### src/rtl/pwm_pkg.sv
`default_nettype none
// ============================================================================
//  Module      : pwm_pkg
//  Description : Shared constants, FSM state encoding and modular-arithmetic
//                helpers for the PWM capture block.
//                  PWM_PERIOD - length of the shared period counter (500)
//                  CNT_W      - width of counter values / timestamps (9)
//                  PHASE_W    - width of the reported phase (8)
//                  AMP_W      - width of the reported amplitude (7)
//  Revision    : 1.0 - initial release
// ============================================================================
package pwm_pkg;

    localparam int PWM_PERIOD = 500;
    localparam int CNT_W      = 9;
    localparam int PHASE_W    = 8;
    localparam int AMP_W      = 7;

    // Capture FSM states.
    typedef enum logic [0:0] {
        PWM_IDLE = 1'b0,
        PWM_HIGH = 1'b1
    } pwm_state_e;

    // (a - b) mod PWM_PERIOD for a, b in 0..PWM_PERIOD-1.
    // The difference is formed in 10 bits; a negative result shows up as
    // bit 9 set, and a single +PWM_PERIOD brings it back into range.
    function automatic logic [CNT_W-1:0] pwm_mod_sub(
        input logic [CNT_W-1:0] a,
        input logic [CNT_W-1:0] b
    );
        logic [CNT_W:0] diff;
        diff = {1'b0, a} - {1'b0, b};
        if (diff[CNT_W]) begin
            diff = diff + (CNT_W+1)'(PWM_PERIOD);
        end
        return diff[CNT_W-1:0];
    endfunction

    // Half of the pulse width, saturated to the amplitude range.
    function automatic logic [AMP_W-1:0] pwm_amp(
        input logic [CNT_W-2:0] half_width
    );
        logic [AMP_W-1:0] amp_v;
        if (half_width > (CNT_W-1)'((1 << AMP_W) - 1)) begin
            amp_v = '1;
        end else begin
            amp_v = half_width[AMP_W-1:0];
        end
        return amp_v;
    endfunction

endpackage : pwm_pkg
`default_nettype wire

### src/rtl/pwm_cap_sync.sv
`default_nettype none
// ============================================================================
//  Module      : pwm_cap_sync
//  Description : Input conditioning for the PWM capture block. Brings the
//                asynchronous waveform into the clk domain, optionally
//                de-glitches it, and produces registered rise/fall strobes.
//
//  Configuration macro:
//    PWM_CAP_FILTER_EN  - when defined, a 3-sample majority-free filter follows
//                         the synchronizer: the level only changes after three
//                         consecutive equal samples (adds 2 cycles latency).
//
//  Ports:
//    clk      in   system clock
//    nReset   in   synchronous active-low reset
//    i_din    in   asynchronous PWM waveform
//    o_rise   out  one-cycle strobe: conditioned level went 0 -> 1
//    o_fall   out  one-cycle strobe: conditioned level went 1 -> 0
//    o_low    out  conditioned level is a genuine (post-reset) low sample
//
//  Revision    : 1.0 - initial release
// ============================================================================
module pwm_cap_sync
    import pwm_pkg::*;
#(
    parameter int SYNC_STAGES = 2
) (
    input  logic clk,
    input  logic nReset,
    input  logic i_din,
    output logic o_rise,
    output logic o_fall,
    output logic o_low
);

    logic [SYNC_STAGES-1:0] r_sync;
    logic                   w_sync;
    logic                   w_level;
    logic                   r_dly;
    logic                   r_rise;
    logic                   r_fall;
    logic [2:0]             r_prime;
    logic                   w_primed;

    // ------------------------------------------------------------------------
    // Synchronizer chain
    // ------------------------------------------------------------------------
    always_ff @(posedge clk) begin
        if (!nReset) begin
            r_sync <= '0;
        end else begin
            r_sync <= {r_sync[SYNC_STAGES-2:0], i_din};
        end
    end

    assign w_sync = r_sync[SYNC_STAGES-1];

`ifdef PWM_CAP_FILTER_EN
    // ------------------------------------------------------------------------
    // 3-sample filter. The current sample plus the two previous ones must
    // agree before the level follows; otherwise the last accepted level holds.
    // The filtered level is combinational so the filter costs exactly two
    // extra cycles of latency (the two history flops).
    // ------------------------------------------------------------------------
    localparam int PRIME_LEN = SYNC_STAGES + 2;

    logic [1:0] r_hist;
    logic       r_filt;

    assign w_level = ((w_sync == r_hist[0]) && (w_sync == r_hist[1]))
                     ? w_sync : r_filt;

    always_ff @(posedge clk) begin
        if (!nReset) begin
            r_hist <= '0;
            r_filt <= 1'b0;
        end else begin
            r_hist <= {r_hist[0], w_sync};
            r_filt <= w_level;
        end
    end
`else
    localparam int PRIME_LEN = SYNC_STAGES;

    assign w_level = w_sync;
`endif

    // ------------------------------------------------------------------------
    // Priming counter. Right after reset the pipeline holds reset zeros, not
    // real samples of din; a low seen then must not arm the capture FSM, or a
    // pulse already in progress at reset release would be measured from the
    // wrong place.
    // ------------------------------------------------------------------------
    localparam logic [2:0] c_prime_len = 3'(PRIME_LEN);

    always_ff @(posedge clk) begin
        if (!nReset) begin
            r_prime <= '0;
        end else if (r_prime != c_prime_len) begin
            r_prime <= r_prime + 3'd1;
        end
    end

    assign w_primed = (r_prime == c_prime_len);
    assign o_low    = w_primed & ~w_level;

    // ------------------------------------------------------------------------
    // Edge detect against a one-cycle delayed copy; strobes are registered.
    // ------------------------------------------------------------------------
    always_ff @(posedge clk) begin
        if (!nReset) begin
            r_dly  <= 1'b0;
            r_rise <= 1'b0;
            r_fall <= 1'b0;
        end else begin
            r_dly  <= w_level;
            r_rise <= w_level & ~r_dly;
            r_fall <= ~w_level & r_dly;
        end
    end

    assign o_rise = r_rise;
    assign o_fall = r_fall;

endmodule : pwm_cap_sync
`default_nettype wire

### src/rtl/pwm_capture.sv
`default_nettype none
// ============================================================================
//  Module      : pwm_capture
//  Description : Measures the rise position and high width of an asynchronous
//                PWM waveform against a shared 0..499 period counter.
//
//  Configuration macro:
//    PWM_CAP_FILTER_EN  - enables the 3-sample input filter in pwm_cap_sync
//                         (glitches/gaps under 3 cycles rejected, +2 latency).
//
//  Parameters:
//    SYNC_STAGES  number of input synchronizer flops (2..3)
//
//  Ports:
//    clk      in   system clock, rising edge
//    nReset   in   synchronous active-low reset
//    cnt      in   [8:0] shared period counter, 0..499 (500..511 read as 0)
//    din      in   asynchronous PWM waveform
//    valid    out  one-cycle strobe: phase/amp/width updated
//    phase    out  [7:0] rise timestamp / 2
//    amp      out  [6:0] width / 2, saturated at 127
//    width    out  [8:0] high time in clk cycles, 1..499
//    lost     out  sticky: a full period elapsed without a valid pulse
//
//  Revision    : 1.0 - initial release
// ============================================================================
module pwm_capture
    import pwm_pkg::*;
#(
    parameter int SYNC_STAGES = 2
) (
    input  logic               clk,
    input  logic               nReset,
    input  logic [CNT_W-1:0]   cnt,
    input  logic               din,
    output logic               valid,
    output logic [PHASE_W-1:0] phase,
    output logic [AMP_W-1:0]   amp,
    output logic [CNT_W-1:0]   width,
    output logic               lost
);

    // Cycles between din changing and its strobe reaching the FSM: the
    // synchronizer, the registered edge strobe, and the optional filter.
`ifdef PWM_CAP_FILTER_EN
    localparam int LAT = SYNC_STAGES + 3;
`else
    localparam int LAT = SYNC_STAGES + 1;
`endif

    localparam logic [CNT_W-1:0] c_lat     = CNT_W'(LAT);
    localparam logic [CNT_W-1:0] c_period  = CNT_W'(PWM_PERIOD);
    localparam logic [CNT_W-1:0] c_age_max = CNT_W'(PWM_PERIOD - 1);

    localparam logic [0:0] S_IDLE = PWM_IDLE;
    localparam logic [0:0] S_HIGH = PWM_HIGH;

    logic               w_rise;
    logic               w_fall;
    logic               w_low;

    logic [0:0]         r_state;
    logic               r_armed;
    logic [CNT_W-1:0]   r_age;
    logic [CNT_W-1:0]   r_rise_cnt;

    logic               r_valid;
    logic [PHASE_W-1:0] r_phase;
    logic [AMP_W-1:0]   r_amp;
    logic [CNT_W-1:0]   r_width;
    logic               r_lost;

    logic [CNT_W-1:0]   w_cnt_eff;
    logic [CNT_W-1:0]   w_ts;
    logic [CNT_W-1:0]   w_width;
    logic               w_timeout;
    logic               w_rise_accept;
    logic               w_fall_accept;

    // ------------------------------------------------------------------------
    // Input conditioning
    // ------------------------------------------------------------------------
    pwm_cap_sync #(
        .SYNC_STAGES (SYNC_STAGES)
    ) u_sync (
        .clk    (clk),
        .nReset (nReset),
        .i_din  (din),
        .o_rise (w_rise),
        .o_fall (w_fall),
        .o_low  (w_low)
    );

    // ------------------------------------------------------------------------
    // Timestamping: the strobe seen now belongs to the edge LAT cycles ago.
    // Out-of-range counter values are treated as the start of the period.
    // ------------------------------------------------------------------------
    assign w_cnt_eff = (cnt >= c_period) ? '0 : cnt;
    assign w_ts      = pwm_mod_sub(w_cnt_eff, c_lat);
    assign w_width   = pwm_mod_sub(w_ts, r_rise_cnt);

    assign w_timeout     = (r_age == c_age_max);
    assign w_rise_accept = (r_state == S_IDLE) && w_rise && r_armed;
    assign w_fall_accept = (r_state == S_HIGH) && w_fall;

    // ------------------------------------------------------------------------
    // Capture FSM, watchdog and output registers
    // ------------------------------------------------------------------------
    always_ff @(posedge clk) begin
        if (!nReset) begin
            r_state    <= S_IDLE;
            r_armed    <= 1'b0;
            r_age      <= '0;
            r_rise_cnt <= '0;
            r_valid    <= 1'b0;
            r_phase    <= '0;
            r_amp      <= '0;
            r_width    <= '0;
            r_lost     <= 1'b0;
        end else begin
            r_valid <= 1'b0;

            if (w_low) begin
                r_armed <= 1'b1;
            end

            if (w_rise_accept) begin
                // A rise restarts the watchdog, so a steady waveform whose
                // rises are exactly one period apart never times out.
                r_rise_cnt <= w_ts;
                r_age      <= '0;
                r_state    <= S_HIGH;
            end else begin
                r_age <= w_timeout ? '0 : (r_age + CNT_W'(1));

                // A fall in the same cycle as the timeout still completes
                // the measurement.
                if (w_fall_accept) begin
                    r_state <= S_IDLE;
                    r_valid <= 1'b1;
                    r_width <= w_width;
                    r_phase <= r_rise_cnt[CNT_W-1:1];
                    r_amp   <= pwm_amp(w_width[CNT_W-1:1]);
                    r_lost  <= 1'b0;
                end else if (w_timeout) begin
                    r_state <= S_IDLE;
                    r_lost  <= 1'b1;
                end
            end
        end
    end

    assign valid = r_valid;
    assign phase = r_phase;
    assign amp   = r_amp;
    assign width = r_width;
    assign lost  = r_lost;

endmodule : pwm_capture
`default_nettype wire

### config.mk
export PLATFORM = sky130hd
export DESIGN_NAME = pwm_capture
export DESIGN_NICKNAME = d
export VERILOG_FILES = /design/src/rtl/pwm_pkg.sv /design/src/rtl/pwm_cap_sync.sv /design/src/rtl/pwm_capture.sv
export SDC_FILE = /design/constraint.sdc
export NUM_CORES = 1
export LEC_CHECK = 0
export CAP_MARGIN = 20
export CORE_ASPECT_RATIO = 0.7
export CORE_UTILIZATION = 50
export CTS_CLUSTER_SIZE = 10
export DETAILED_ROUTE_END_ITERATION = 7
export PLACE_DENSITY = 0.82
export SYNTH_ARGS = -nofsm -noshare
export SYNTH_HDL_FRONTEND = slang
export SYNTH_HIERARCHICAL = 1
export SYNTH_SLANG_ARGS = --single-unit
### constraint.sdc
create_clock -name clk -period 9.95 [get_ports clk]
set_input_delay 0.995 -clock clk [delete_from_list [all_inputs] [get_ports clk]]
set_output_delay 0.995 -clock clk [all_outputs]
set_load 0.01 [all_outputs]
After elaboration in Yosys (flattened, before gate mapping) --
Cells that the tools add are included.
Storage, ports and cells: register bits after elaboration 54, input port bits 12, output and inout bits 26, word-level logic and storage cells 52
Operators by class: add/subtract/negate cells 6, order comparisons 2, equality and inequality tests 3, muxes and demuxes 10, bitwise gates (word level) 8, reductions and logical operators 9
Operator list (number):
- two-way mux 9 bit | 3
- adder 9 bit, second input constant | 2
- subtractor 9 x 2 -> 10 bit, second input constant | 1
- subtractor 9 x 9 -> 10 bit | 1
- adder 9 x 1 -> 9 bit, second input constant | 1
- equality test 9 bit, second input constant | 1
- >= comparator 9 bit, second input constant | 1
- > comparator 8 x 7 -> 1 bit, second input constant | 1
- two-way mux 7 bit | 1
- two-way mux 1 bit | 6
- NOT 1 bit | 5
- AND reduction 2 bit | 2
- adder 3 x 1 -> 3 bit, second input constant | 1
- AND 1 bit | 3
- equality test 3 x 2 -> 1 bit, second input constant | 1
- logical AND 1 bit | 3
- inequality test 3 x 2 -> 1 bit, second input constant | 1
- nonzero test 3 bit | 1
- OR reduction 3 bit | 1
- nonzero test 2 bit | 1
- OR reduction 2 bit | 1

Logic depth before layout (Yosys ltp) --
Gate-level depths: netlist of the first run.
word-level depth 10, depth in mapped cells 17, mapped depth without buffers 16

Hierarchy --
Netlist of the first run, hierarchy kept.
By module, submodules not included:
- pwm_capture | times used 1, cells each 301, area each 2396.0 um2, seq. area each 920.9 um2
- pwm_cap_sync | times used 1, cells each 28, area each 291.5 um2, seq. area each 160.2 um2

Worst setup path before layout of the first run --
Ideal clock, no wire load.
path type in2reg, start in cnt[3], end reg r_amp[2] (netlist: amp[2]), setup time 0.081 ns, arrival time 4.864 ns, data required time 9.869 ns, slack 5.005 ns, stages on the path 16, path buffers 1, cells stage by stage or2_2 > nand4_1 > and2_1 > ha_1 > xor2_1 > ha_1 > nor2_1 > xor2_1 > ha_1 > a21o_1 > o31ai_2 > nand2_2 > or4_4 > or4_1 > buf_2 > a41oi_1
Between the ends: cells in the longest elaborated chain, start to end 10
Ends and longest elaborated chain:
- start, declared | line pwm_capture.sv:34 | input logic [CNT_W-1:0] cnt,
- >= comparator 9 bit | line pwm_capture.sv:98 | assign w_cnt_eff = (cnt >= c_period) ? '0 : cnt;
- two-way mux 9 bit * | line pwm_capture.sv:98
- subtractor 9 x 2 -> 10 bit * | line pwm_pkg.sv:33 | diff = {1'b0, a} - {1'b0, b};
- adder 9 bit | line pwm_pkg.sv:35 | diff = diff + (CNT_W+1)'(PWM_PERIOD);
- two-way mux 9 bit * | line pwm_pkg.sv:34 | if (diff[CNT_W]) begin
- named net w_ts[4] | line pwm_capture.sv:74 | logic [CNT_W-1:0] w_ts;
- subtractor 9 x 9 -> 10 bit * | line pwm_pkg.sv:33
- adder 9 bit | line pwm_pkg.sv:35
- two-way mux 9 bit * | line pwm_pkg.sv:34
- > comparator 8 x 7 -> 1 bit | line pwm_pkg.sv:45 | if (half_width > (CNT_W-1)'((1 << AMP_W) - 1)) begin
- two-way mux 7 bit * | line pwm_pkg.sv:45
- end signal, assigned | line pwm_capture.sv:143 | r_amp <= pwm_amp(w_width[CNT_W-1:1]);
- end, declared | line pwm_capture.sv:69 | logic [AMP_W-1:0] r_amp;
The timed path passes the listed nets; every way through them passes the cells marked *. A chain may end at the register's enable or synchronous reset.

Worst setup path in the final report of the first run --
Ends and elaborated chain as after synthesis.

==> results of run 1 <==
-- critical path, delay by kind of cell --
kind | cells | cell delay, ns
AO/OA/AOI/OAI | 5 | 1.43
adder cells (fa/ha/maj) | 3 | 0.90
AND/OR/NAND/NOR | 6 | 1.52
buffers and inverters | 1 | 0.44
XOR/XNOR | 2 | 0.49
-- cell type report --
cell class              count  area, µm²
clock buffers               6       82.6
multi-input cells         246       1500
well taps                  69       86.3
fillers                   412       1770
inverters                  18       67.6
flip-flops and latches     54       1080
repair buffers             37        370
clock inverters             2       16.3
-- synth_stat cells (2+ instances only) --
master	instances	area (µm²)
nand4_1	2	12.5
nand2b_1	5	31.3
and3_1	3	18.8
a21oi_1	27	135
ha_1	15	188
or4_1	2	15.0
nand2_1	47	176
o211a_1	2	20.0
clkbuf_1	10	37.5
dfxtp_1	54	1080
xnor2_1	13	114
xor2_1	7	61.3
a21o_1	3	22.5
nor2_1	39	146
a31oi_1	8	50.1
and2_1	7	43.8
inv_1	18	67.6
nor3_1	4	20.0
nand3_1	5	25.0
or3_1	3	18.8
nor3b_1	2	15.0
a211oi_1	7	52.6
o21ai_0	21	105
-- sequential cells by signal (all words and copies together), names as in the netlist, 2 cells and up --
name,count
r_age,9
r_rise_cnt,9
width,9
phase,8
amp,7
u_sync/r_prime,3
u_sync/r_sync,2
-- per-layer routing --
metal	vias to the layer above	part of all wire [%]
met5	-	0
met4	0	1.6
met3	11	4.9
met2	55	43
met1	1100	50
li1	1197	-
-- kinds of logic after synthesis --
group	count (synthesis)
buf+inv	29
xor+xnor	20
mux	2
compound gates	81
flops	54
simple gates	127
fa+ha+maj	16
-- final timing paths --
check | slack [ns] | endpoint | startpoint
worst max-delay path | 4.29 | amp[2] | cnt[3]
worst min-delay path | 0.42 | u_sync/o_rise | u_sync/r_dly
worst max register to register | 6.78 | amp[2] | r_rise_cnt[0]
worst min register to register | 0.42 | u_sync/o_rise | u_sync/r_dly
-- power by group --
group          switching, mW  internal [mW]  leakage (nW)
combinational         0.0528         0.0383         0.724
sequential           0.00565          0.224         0.437
clock                 0.0733         0.0574        0.0478
total                  0.132          0.319          1.21
-- metrics by stage --
stage	setup WS, ns	instances	power [mW]
after floorplan	5.01	329	0.301
after global placement	4.30	424	0.320
after detailed placement	4.05	424	0.324
after CTS	4.37	432	0.452
after global routing	3.99	432	0.475
final	4.29	432	0.451
==> reports/metrics.csv, run 1 <==
stage,metric,value,unit
worst_setup_path,nature of the critical path endpoint,flip-flop,
worst_setup_path,Worst R2R Path Depth,9,
global_route,met1 GRT Util,30.4,%
sta,final hold violation count,0,
logic_synthesis,number of flops mapped to enable cells by yosys,0,
worst_setup_path,crit path cell chain,clkdlybuf4s50_1 -> or2_2 -> nand4_1 -> and2_1 -> ha_1 -> xor2_1 -> ha_1 -> nor2_1 -> xor2_1 -> ha_1 -> o211ai_1 -> a21o_1 -> a21boi_0 -> nor2_1 -> or4_4 -> o31ai_1 -> a41oi_1,
sta,Fmax achieved,177,MHz
power,pwr/cell area,141,nW/µm²
clock_tree,Clock transition at path regs,0.10,ns
global_route,busiest grt layer,met2,
logic_synthesis,XOR/XNOR Fraction of Synth Area,6.52,%
floorplanning,die width,89.6,µm
logic_synthesis,"Top FF cell, synth",dfxtp_1,
worst_setup_path,critical path class,primary input to flip-flop,
place,PortBufs,37,
logic_synthesis,Syn Area/Cell,8.17,µm²
global_route,first-pass GRT wire length,9760,µm
sta,Worst-Margin Slew,0.977,ns
final_layout,fin nets,390,
sta,"Slew Viols, Final",0,
logic_synthesis,"flops & latches, synth",54,
global_route,met3 usage in global routing,4.98,%
floorplanning,Core Region,4970,µm²
final_layout,layout cells sized above 1,4.13,%
sta,crit path time final,5.66,ns
worst_setup_path,crit path launch type,primary input,
drt,via count,2363,
global_route,Total GRT Usage,22.2,%
global_route,GR met2 Demand/Resource,34.5,%
place,HPWL after detailed placement,4260,µm
worst_setup_path,crit path DAT,5.79,ns
clock_tree,deepest level of the CTS H-tree,2,
logic_synthesis,main combinational cell family by area after synthesis,simple AND/OR/NAND/NOR gates,
floorplanning,Initial Util,54.1,%
worst_setup_path,Max Fanout on Critical Path,7,
global_route,initial antenna violation count,0,
clock_tree,"Hold-fix buffers, CTS",0,
clock_tree,TritonCTS clock tree,done,
drt,wire per inst,13.4,µm
worst_setup_path,"slowest stage cell, crit path",o31ai_1,
drt,routed vias/inst,5.47,
logic_synthesis,Netlist cell types,48,
logic_synthesis,Synth Area in Simple Gates,21.8,%
logic_synthesis,synth warn,6,
floorplanning,I/O pin count,38,
global_route,vias in the first global route,2177,
place,DP Area,3100,µm²
final_layout,area grow syn2layout,19.1,%
final_layout,most frequent cells in the layout,"54 x dfxtp_1, 47 x nand2_1, 39 x nor2_1, 37 x clkdlybuf4s50_1, 27 x a21oi_1",
drt,Antenna Nets Post-Route,0,
global_route,total congestion overflow,0,
floorplanning,die area,5680,µm²
sta,final worst path period share,56.9,%
drt,DRC viols,0,
logic_synthesis,area share of fa/ha/maj cells after synthesis,7.73,%
logic_synthesis,mux contribution to synthesized area,0.791,%
clock_tree,CTS Root Cell,clkbuf_8,
logic_synthesis,net count after synthesis,357,
clock_tree,Num CTS Buffers,5,
worst_setup_path,Crit path required time,10.08,ns
logic_synthesis,Compound-Gate Fraction of Synth Area,18.9,%
sta,Worst slew margin,34.9,%
worst_setup_path,Most common cell on crit path,ha_1,
logic_synthesis,Post-Syn Area,2690,µm²
outcome,outcome,finished clean,
sta,setup_tns,0,ns
floorplanning,Die Ht,63.3,µm
drt,Initial DRT Pass Iterations,4,
drt,Starting DRT DRC Count,125,
sta,Fin Hold WS,0.424,ns
clock_tree,post-CTS sizing,0,
clock_tree,clock latency on the worst-skew pair,0.31,ns
hold_path,Hold Path Class,flip-flop to flip-flop,
global_route,largest net degree at the start of global routing,33,
final_layout,diode count,0,
sta,RSZ-0062 raised after global routing,false,
logic_synthesis,Async SR Flop Fraction,0,%
sta,Final Skew,0.00881,ns
power,Peak supply drop,0.0797,mV
final_layout,"most common cell after layout, fill and taps aside",dfxtp_1,
drt,Total Routed Length,5800,µm
final_layout,post-layout util,64.4,%
place,Final GP Congestion,0.886,
clock_tree,Longest Clk Path Bufs,2,
floorplanning,Rows,21,
clock_tree,CTS Sinks,54,
clock_tree,Post-CTS Setup Bufs,0,
sta,Final Setup Violations,0,
run,Max-cap violations,0,
final_layout,"Non-Filler Cell Area, Final",3200,µm²
hold_path,WHS Path Cells,1,
logic_synthesis,cell count after synthesis,329,
logic_synthesis,sequential area share after synthesis,40.2,%
worst_setup_path,CP peak stage delay,0.62,ns
power,Pleak,1.21,nW
No activity file was read; power rests on OpenSTA's default activity.
==> inputs of run 2 (changes only) <==
- CORE_UTILIZATION: 50 -> 49
- PLACE_DENSITY: 0.82 -> 0.84
- clock period: 9.95 -> 4.9 ns (I/O delays scaled with it)
==> run 2 against run 1 <==
Via count up 1.1%. Sequential share of layout area down 0.65 points. First-iteration DRC count down 11%. Critical path depth down 1. Die area up 2.0%. Register-to-register slack worse by 4.9 ns. Sequential power up 100%. Core utilization down 2.4 points. Hold slack better by 0.0025 ns. Largest cell class unchanged. Largest power group unchanged.
==> reports/metrics.csv, run 2 (synthesis results as in run 1) <==
stage,metric,value,unit,change
outcome,outcome,finished clean,,
final_layout,Final Non-Filler Cells,443,,+2.5%
floorplanning,Rows,22,,+4.8%
final_layout,area grow syn2layout,21.4,%,
hold_path,WHS Path Cells,1,,unchanged
sta,fin worst setup slack,0.274,ns,-4.02 ns
drt,Initial DRT Pass Iterations,4,,unchanged
worst_setup_path,Critical Path Start,cnt[2],,
sta,Final Skew,0.0115,ns,+0.00265 ns
clock_tree,TritonCTS clock tree,done,,
drt,Starting DRT DRC Count,111,,-11%
drt,Antenna Nets Post-Route,0,,unchanged
sta,RSZ-0062 raised after global routing,false,,
final_layout,fin nets,398,,+2.1%
final_layout,"Non-Filler Cell Area, Final",3260,µm²,+2.0%
worst_setup_path,crit path cell chain,clkdlybuf4s50_1 -> or2_2 -> nand4_1 -> and2_1 -> ha_1 -> xor2_1 -> ha_1 -> o21a_1 -> ha_1 -> o211ai_1 -> a21o_1 -> a21boi_0 -> nor2_1 -> or4_4 -> or4_1 -> a41oi_1,,
place,HPWL after detailed placement,4470,µm,+4.9%
worst_setup_path,Worst Path Buf+Inv,1,,unchanged
global_route,total congestion overflow,0,,unchanged
global_route,first-pass GRT wire length,9980,µm,+2.3%
hold_path,Hold Path Class,flip-flop to flip-flop,,
power,Sw Ratio,30.0,%,+0.78 points
floorplanning,die width,90.5,µm,+0.99%
sta,final hold violation count,0,,unchanged
floorplanning,I/O pin count,38,,unchanged
worst_setup_path,critical path class,primary input to flip-flop,,
power,Switch Pwr,0.278,mW,+110%
worst_setup_path,RR Startpoint,r_rise_cnt[2],,
final_layout,layout cells sized above 1,6.20,%,+2.1 points
worst_setup_path,CP peak stage delay,0.59,ns,-0.03 ns
place,Final GP Congestion,0.889,,+0.36%
global_route,initial antenna violation count,0,,unchanged
floorplanning,Initial Util,51.1,%,-3.0 points
worst_setup_path,Worst R2R Path Depth,10,,+1
sta,Fmax achieved,216,MHz,
sta,final worst path period share,94.4,%,
global_route,largest net degree at the start of global routing,33,,unchanged
clock_tree,clock latency on the worst-skew pair,0.31,ns,about the same
power,pwr/cell area,284,nW/µm²,+100%
clock_tree,Longest Clk Path Bufs,2,,unchanged
power,Int Pwr,0.650,mW,+100%
drt,routed vias/inst,5.39,,-1.4%
place,Post-Place Setup Slack,-0.00959,ns,-4.06 ns
floorplanning,Core Region,5260,µm²,+5.9%
sta,Final Setup Violations,0,,unchanged
global_route,Total GRT Usage,21.2,%,-1.0 points
hold_path,HP Start,u_sync/r_dly,,
clock_tree,Num CTS Buffers,5,,unchanged
place,DP Area,3170,µm²,+2.1%
final_layout,"most common cell after layout, fill and taps aside",dfxtp_1,,
power,Peak supply drop,0.167,mV,+110%
floorplanning,die area,5790,µm²,+2.0%
final_layout,diode count,0,,unchanged
clock_tree,CTS Sinks,54,,unchanged
power,Clk pwr share,28.4,%,-0.6 points
worst_setup_path,"slowest stage cell, crit path",or4_1,,
power,Comb power frac,21.3,%,+1.1 points
clock_tree,"Hold-fix buffers, CTS",0,,unchanged
sta,setup_tns,0,ns,unchanged
power,sequential power share,50.2,%,-0.6 points
clock_tree,deepest level of the CTS H-tree,2,,unchanged
clock_tree,post-CTS sizing,0,,unchanged
run,Max-cap violations,0,,unchanged
sta,Worst-Margin Slew,0.967,ns,-0.0101 ns
worst_setup_path,nature of the critical path endpoint,flip-flop,,
drt,Total Routed Length,5890,µm,+1.6%
worst_setup_path,WP depth,16,,-1
worst_setup_path,Crit path required time,5.13,ns,-4.95 ns
final_layout,Fillers,442,,+7.3%
global_route,vias in the first global route,2187,,+0.46%
drt,DRC viols,0,,unchanged
power,Pleak,1.25,nW,+3.4%
worst_setup_path,Crit path max-delay family,simple AND/OR/NAND/NOR gates,,
worst_setup_path,Max Fanout on Critical Path,6,,-1
worst_setup_path,crit path launch type,primary input,,
clock_tree,CTS Root Cell,clkbuf_8,,
sta,"Slew Viols, Final",0,,unchanged
worst_setup_path,Most common cell on crit path,ha_1,,
worst_setup_path,crit path DAT,4.86,ns,-0.93 ns
final_layout,most frequent cells in the layout,"54 x dfxtp_1, 47 x nand2_1, 39 x nor2_1, 37 x clkdlybuf4s50_1, 27 x a21oi_1",,
place,placed instance count,435,,+2.6%
clock_tree,Clock transition at path regs,0.11,ns,about the same
sta,crit path time final,4.63,ns,
clock_tree,Post-CTS Setup Bufs,0,,unchanged
place,PortBufs,37,,unchanged
floorplanning,Die Ht,64.0,µm,+0.99%
drt,wire per inst,13.3,µm,-0.93%
sta,Worst slew margin,35.6,%,+0.67 points
drt,via count,2389,,+1.1%
run 2: changes by cell type in the layout (fill, tap and decap cells not counted):
cell / change
inv_8: +1
clkinv_4: +1
clkinvlp_4: -1
clkbuf_8: -1
buf_4: +8
run 2: worst paths after layout:
kind,to,slack [ns]
worst max register to register,amp[2],1.88
worst min register to register,u_sync/o_rise,0.43
worst min-delay path,u_sync/o_rise,0.43
worst max-delay path,amp[2],0.27
run 2: power by group through the flow:
stage / Clock [mW] / Sequential [mW] / Combinational, mW
after global routing: 0.286 / 0.469 / 0.221
after detailed placement: 0 / 0.476 / 0.195
after CTS: 0.267 / 0.466 / 0.197
after global placement: 0 / 0.474 / 0.187
after floorplan: 0 / 0.472 / 0.138
final: 0.264 / 0.466 / 0.198
run 2: final cells by class:
| class | instances | area, µm² | area share (%) |
|---|---|---|---|
| multi-input combinational | 246 | 1500 | 45.9 |
| inverter | 18 | 67.6 | 2.07 |
| sequential | 54 | 1080 | 33.1 |
| clock buffer | 5 | 68.8 | 2.11 |
| clock inverter | 3 | 28.8 | 0.882 |
| timing repair buffer | 45 | 430 | 13.2 |
| tap | 72 | 90.1 | 2.76 |
run 2: worst register-to-register path, stage by stage (launching register included):
cell       delay (ns)
dfxtp_1          0.37
inv_1            0.05
ha_1             0.24
nor2_1           0.23
o2bb2ai_1        0.16
xor2_1           0.24
inv_1            0.07
ha_1             0.22
or4_4            0.55
or4_1            0.59
a41oi_1          0.22
run 2: metal layers:
| layer | GRT usage (%) | part of all wire, % |
|---|---|---|
| met5 | 0 | 0 |
| met3 | 4.05 | 3.9 |
| met4 | 4.84 | 0.76 |
| met1 | 28.6 | 49 |
| met2 | 35.2 | 46 |
run 2: per-stage QoR:
| step | power, mW | util (%) | hold slack (ns) |
|---|---|---|---|
| 5_1_grt | 0.977 | 62.1 | 0.459 |
| 3_3_place_gp | 0.662 | 60.2 | 0.399 |
| 6_report | 0.928 | 62.1 | 0.427 |
| 3_5_place_dp | 0.671 | 60.2 | 0.410 |
| 2_1_floorplan | 0.611 | - | 0.392 |
| 4_1_cts | 0.930 | 62.1 | 0.425 |
==> inputs of run 3 (changes only) <==
- CORE_UTILIZATION: 49 -> 50
- PLACE_DENSITY: 0.84 -> 0.82
- clock period: 4.9 -> 4.7 ns (I/O delays scaled with it)
==> run 3 against run 2 <==
Count of clock-buffer cells in the layout did not move. Via count increased by 0.21%. Setup slack worse by 0.042 ns. Core utilization up 6.2 points. Non-clock buffer count is 12 higher. Sequential share of layout area decreased by 1.2 points. Wire length shrank 1.2%. Sequential power rose by 4.3%. Final area grew 3.8%. Final cell count is 2.0% higher. Die area decreased by 2.0%. Highest routed layer unchanged.
==> reports/metrics.csv, run 3 (synthesis results as in run 1) <==
stage,metric,value,unit,change
outcome,outcome,finished clean,,
clock_tree,clock latency on the worst-skew pair,0.31,ns,about the same
global_route,first-pass GRT wire length,9840,µm,-1.4%
global_route,Total GRT Usage,22.0,%,+0.76 points
power,sequential power share,47.4,%,-2.8 points
sta,Final Setup Violations,0,,unchanged
sta,Worst-Margin Slew,0.978,ns,+0.0115 ns
power,Clk pwr share,31.0,%,+2.6 points
clock_tree,TritonCTS clock tree,done,,
global_route,initial antenna violation count,0,,unchanged
final_layout,diode count,0,,unchanged
drt,Antenna Nets Post-Route,0,,unchanged
power,Switch Pwr,0.287,mW,+3.2%
worst_setup_path,Max Fanout on Critical Path,6,,unchanged
power,Sw Ratio,28.0,%,-2.0 points
floorplanning,die area,5680,µm²,-2.0%
worst_setup_path,slack of the worst reg-to-reg path,1.75,ns,-0.13 ns
place,HPWL after detailed placement,4420,µm,-1.1%
worst_setup_path,crit path cell chain,clkdlybuf4s50_1 -> or2_2 -> nand4_1 -> and2_1 -> ha_1 -> xor2_2 -> ha_1 -> o21a_1 -> ha_1 -> o211ai_1 -> a21o_1 -> a21boi_1 -> nor2_1 -> or4_4 -> buf_4 -> o31ai_1 -> buf_4 -> a41oi_1,,
worst_setup_path,"slowest stage cell, crit path",clkdlybuf4s50_1,,
worst_setup_path,critical path class,primary input to flip-flop,,
worst_setup_path,Crit path required time,4.83,ns,-0.30 ns
sta,"Slew Viols, Final",0,,unchanged
power,Comb power frac,21.6,%,+0.3 points
place,Post-Place Setup Slack,-0.201,ns,-0.192 ns
floorplanning,Die Ht,63.3,µm,-0.98%
sta,final worst path period share,95.1,%,
global_route,vias in the first global route,2212,,+1.1%
hold_path,Hold Path Class,flip-flop to flip-flop,,
power,Int Pwr,0.738,mW,+14%
hold_path,WHS Path Cells,1,,unchanged
sta,final hold violation count,0,,unchanged
sta,Fmax achieved,224,MHz,
final_layout,"most common cell after layout, fill and taps aside",dfxtp_1,,
drt,DRC viols,0,,unchanged
global_route,total congestion overflow,0,,unchanged
worst_setup_path,crit path DAT,4.60,ns,-0.26 ns
floorplanning,Rows,21,,-4.5%
floorplanning,Initial Util,54.1,%,+3.0 points
worst_setup_path,Crit path max-delay family,simple AND/OR/NAND/NOR gates,,
final_layout,Final Non-Filler Cells,452,,+2.0%
floorplanning,die width,89.6,µm,-0.98%
hold_path,Worst Hold End,u_sync/o_rise,,
drt,Total Routed Length,5820,µm,-1.2%
sta,fin worst setup slack,0.232,ns,-0.0421 ns
worst_setup_path,CP peak stage delay,0.53,ns,-0.06 ns
floorplanning,I/O pin count,38,,unchanged
power,Pleak,1.32,nW,+5.5%
drt,routed vias/inst,5.30,,-1.8%
clock_tree,Clock transition at path regs,0.10,ns,about the same
power,pwr/cell area,302,nW/µm²,+6.4%
hold_path,HP Start,u_sync/r_dly,,
place,placed instance count,444,,+2.1%
final_layout,fin nets,410,,+3.0%
place,PortBufs,37,,unchanged
clock_tree,Longest Clk Path Bufs,2,,unchanged
drt,wire per inst,12.9,µm,-3.1%
drt,via count,2394,,+0.21%
clock_tree,CTS Root Cell,clkbuf_8,,
run,Max-cap violations,0,,unchanged
sta,crit path time final,4.47,ns,
worst_setup_path,Worst R2R Path Depth,11,,+1
sta,Worst slew margin,34.8,%,-0.76 points
clock_tree,CTS Sinks,54,,unchanged
final_layout,layout cells sized above 1,9.66,%,+3.5 points
drt,Initial DRT Pass Iterations,4,,unchanged
final_layout,most frequent cells in the layout,"54 x dfxtp_1, 47 x nand2_1, 39 x nor2_1, 37 x clkdlybuf4s50_1, 27 x a21oi_1",,
sta,setup_tns,0,ns,unchanged
floorplanning,Core Region,4970,µm²,-5.5%
sta,Fin Hold WS,0.424,ns,-0.00236 ns
clock_tree,deepest level of the CTS H-tree,2,,unchanged
place,Final GP Congestion,0.872,,-2.0%
worst_setup_path,Most common cell on crit path,ha_1,,
clock_tree,Num CTS Buffers,5,,unchanged
worst_setup_path,crit path launch type,primary input,,
worst_setup_path,Worst Path Buf+Inv,3,,+2
sta,Final Skew,0.0108,ns,-0.000648 ns
worst_setup_path,worst reg2reg endpoint,amp[2],,
worst_setup_path,nature of the critical path endpoint,flip-flop,,
drt,Starting DRT DRC Count,113,,+1.8%
worst_setup_path,RR Startpoint,r_rise_cnt[0],,
final_layout,area grow syn2layout,26.1,%,
global_route,largest net degree at the start of global routing,33,,unchanged
power,Peak supply drop,0.167,mV,about the same
[run 3: final cells by class]
class | instances | area, µm²
clock buffer | 5 | 68.8
tap | 69 | 86.3
sequential | 54 | 1080
timing repair buffer | 57 | 520
inverter | 18 | 67.6
clock inverter | 3 | 47.5
multi-input combinational | 246 | 1520
fill | 395 | 1580
[run 3: worst max path at each step]
stage / start / to / slack, ns / cells after the start
6_report: cnt[2] / amp[2] / 0.23 / 18
5_1_grt: cnt[3] / amp[2] / -0.008 / 18
4_1_cts: cnt[3] / amp[2] / 0.10 / 16
3_5_place_dp: cnt[2] / amp[2] / -0.20 / 16
3_3_place_gp: cnt[2] / amp[2] / 0.01 / 16
2_1_floorplan: cnt[3] / amp[2] / 0.28 / 16
[run 3: through the flow]
step | area (µm²) | utilization, % | power [mW]
2_1_floorplan | 2690 | - | 0.637
3_3_place_gp | 3250 | 65.5 | 0.704
3_5_place_dp | 3250 | 65.5 | 0.712
4_1_cts | 3370 | 67.8 | 1.03
5_1_grt | 3390 | 68.2 | 1.08
6_report | 3390 | 68.2 | 1.02
[run 3: routing by layer]
metal | routed length (µm) | GRT usage [%] | part of all wire (%)
met1 | 2990 | 30.4 | 51
met2 | 2520 | 35.2 | 43
met3 | 243 | 3.93 | 4.2
met4 | 63 | 5.16 | 1.1
met5 | 0 | 0 | 0
[run 3: timing repair]
item	in CTS	in global routing
gates resized for setup	0	4
setup buffers	0	0
setup endpoints to repair	0	6
hold buffers	0	0
[run 3: power by group through the flow]
| stage | Clock (mW) | Sequential, mW | Combinational, mW |
|---|---|---|---|
| 3_3_place_gp | 0 | 0.495 | 0.209 |
| 4_1_cts | 0.324 | 0.485 | 0.217 |
| 3_5_place_dp | 0 | 0.496 | 0.216 |
| 5_1_grt | 0.340 | 0.488 | 0.248 |
| 2_1_floorplan | 0 | 0.493 | 0.144 |
| 6_report | 0.318 | 0.486 | 0.222 |
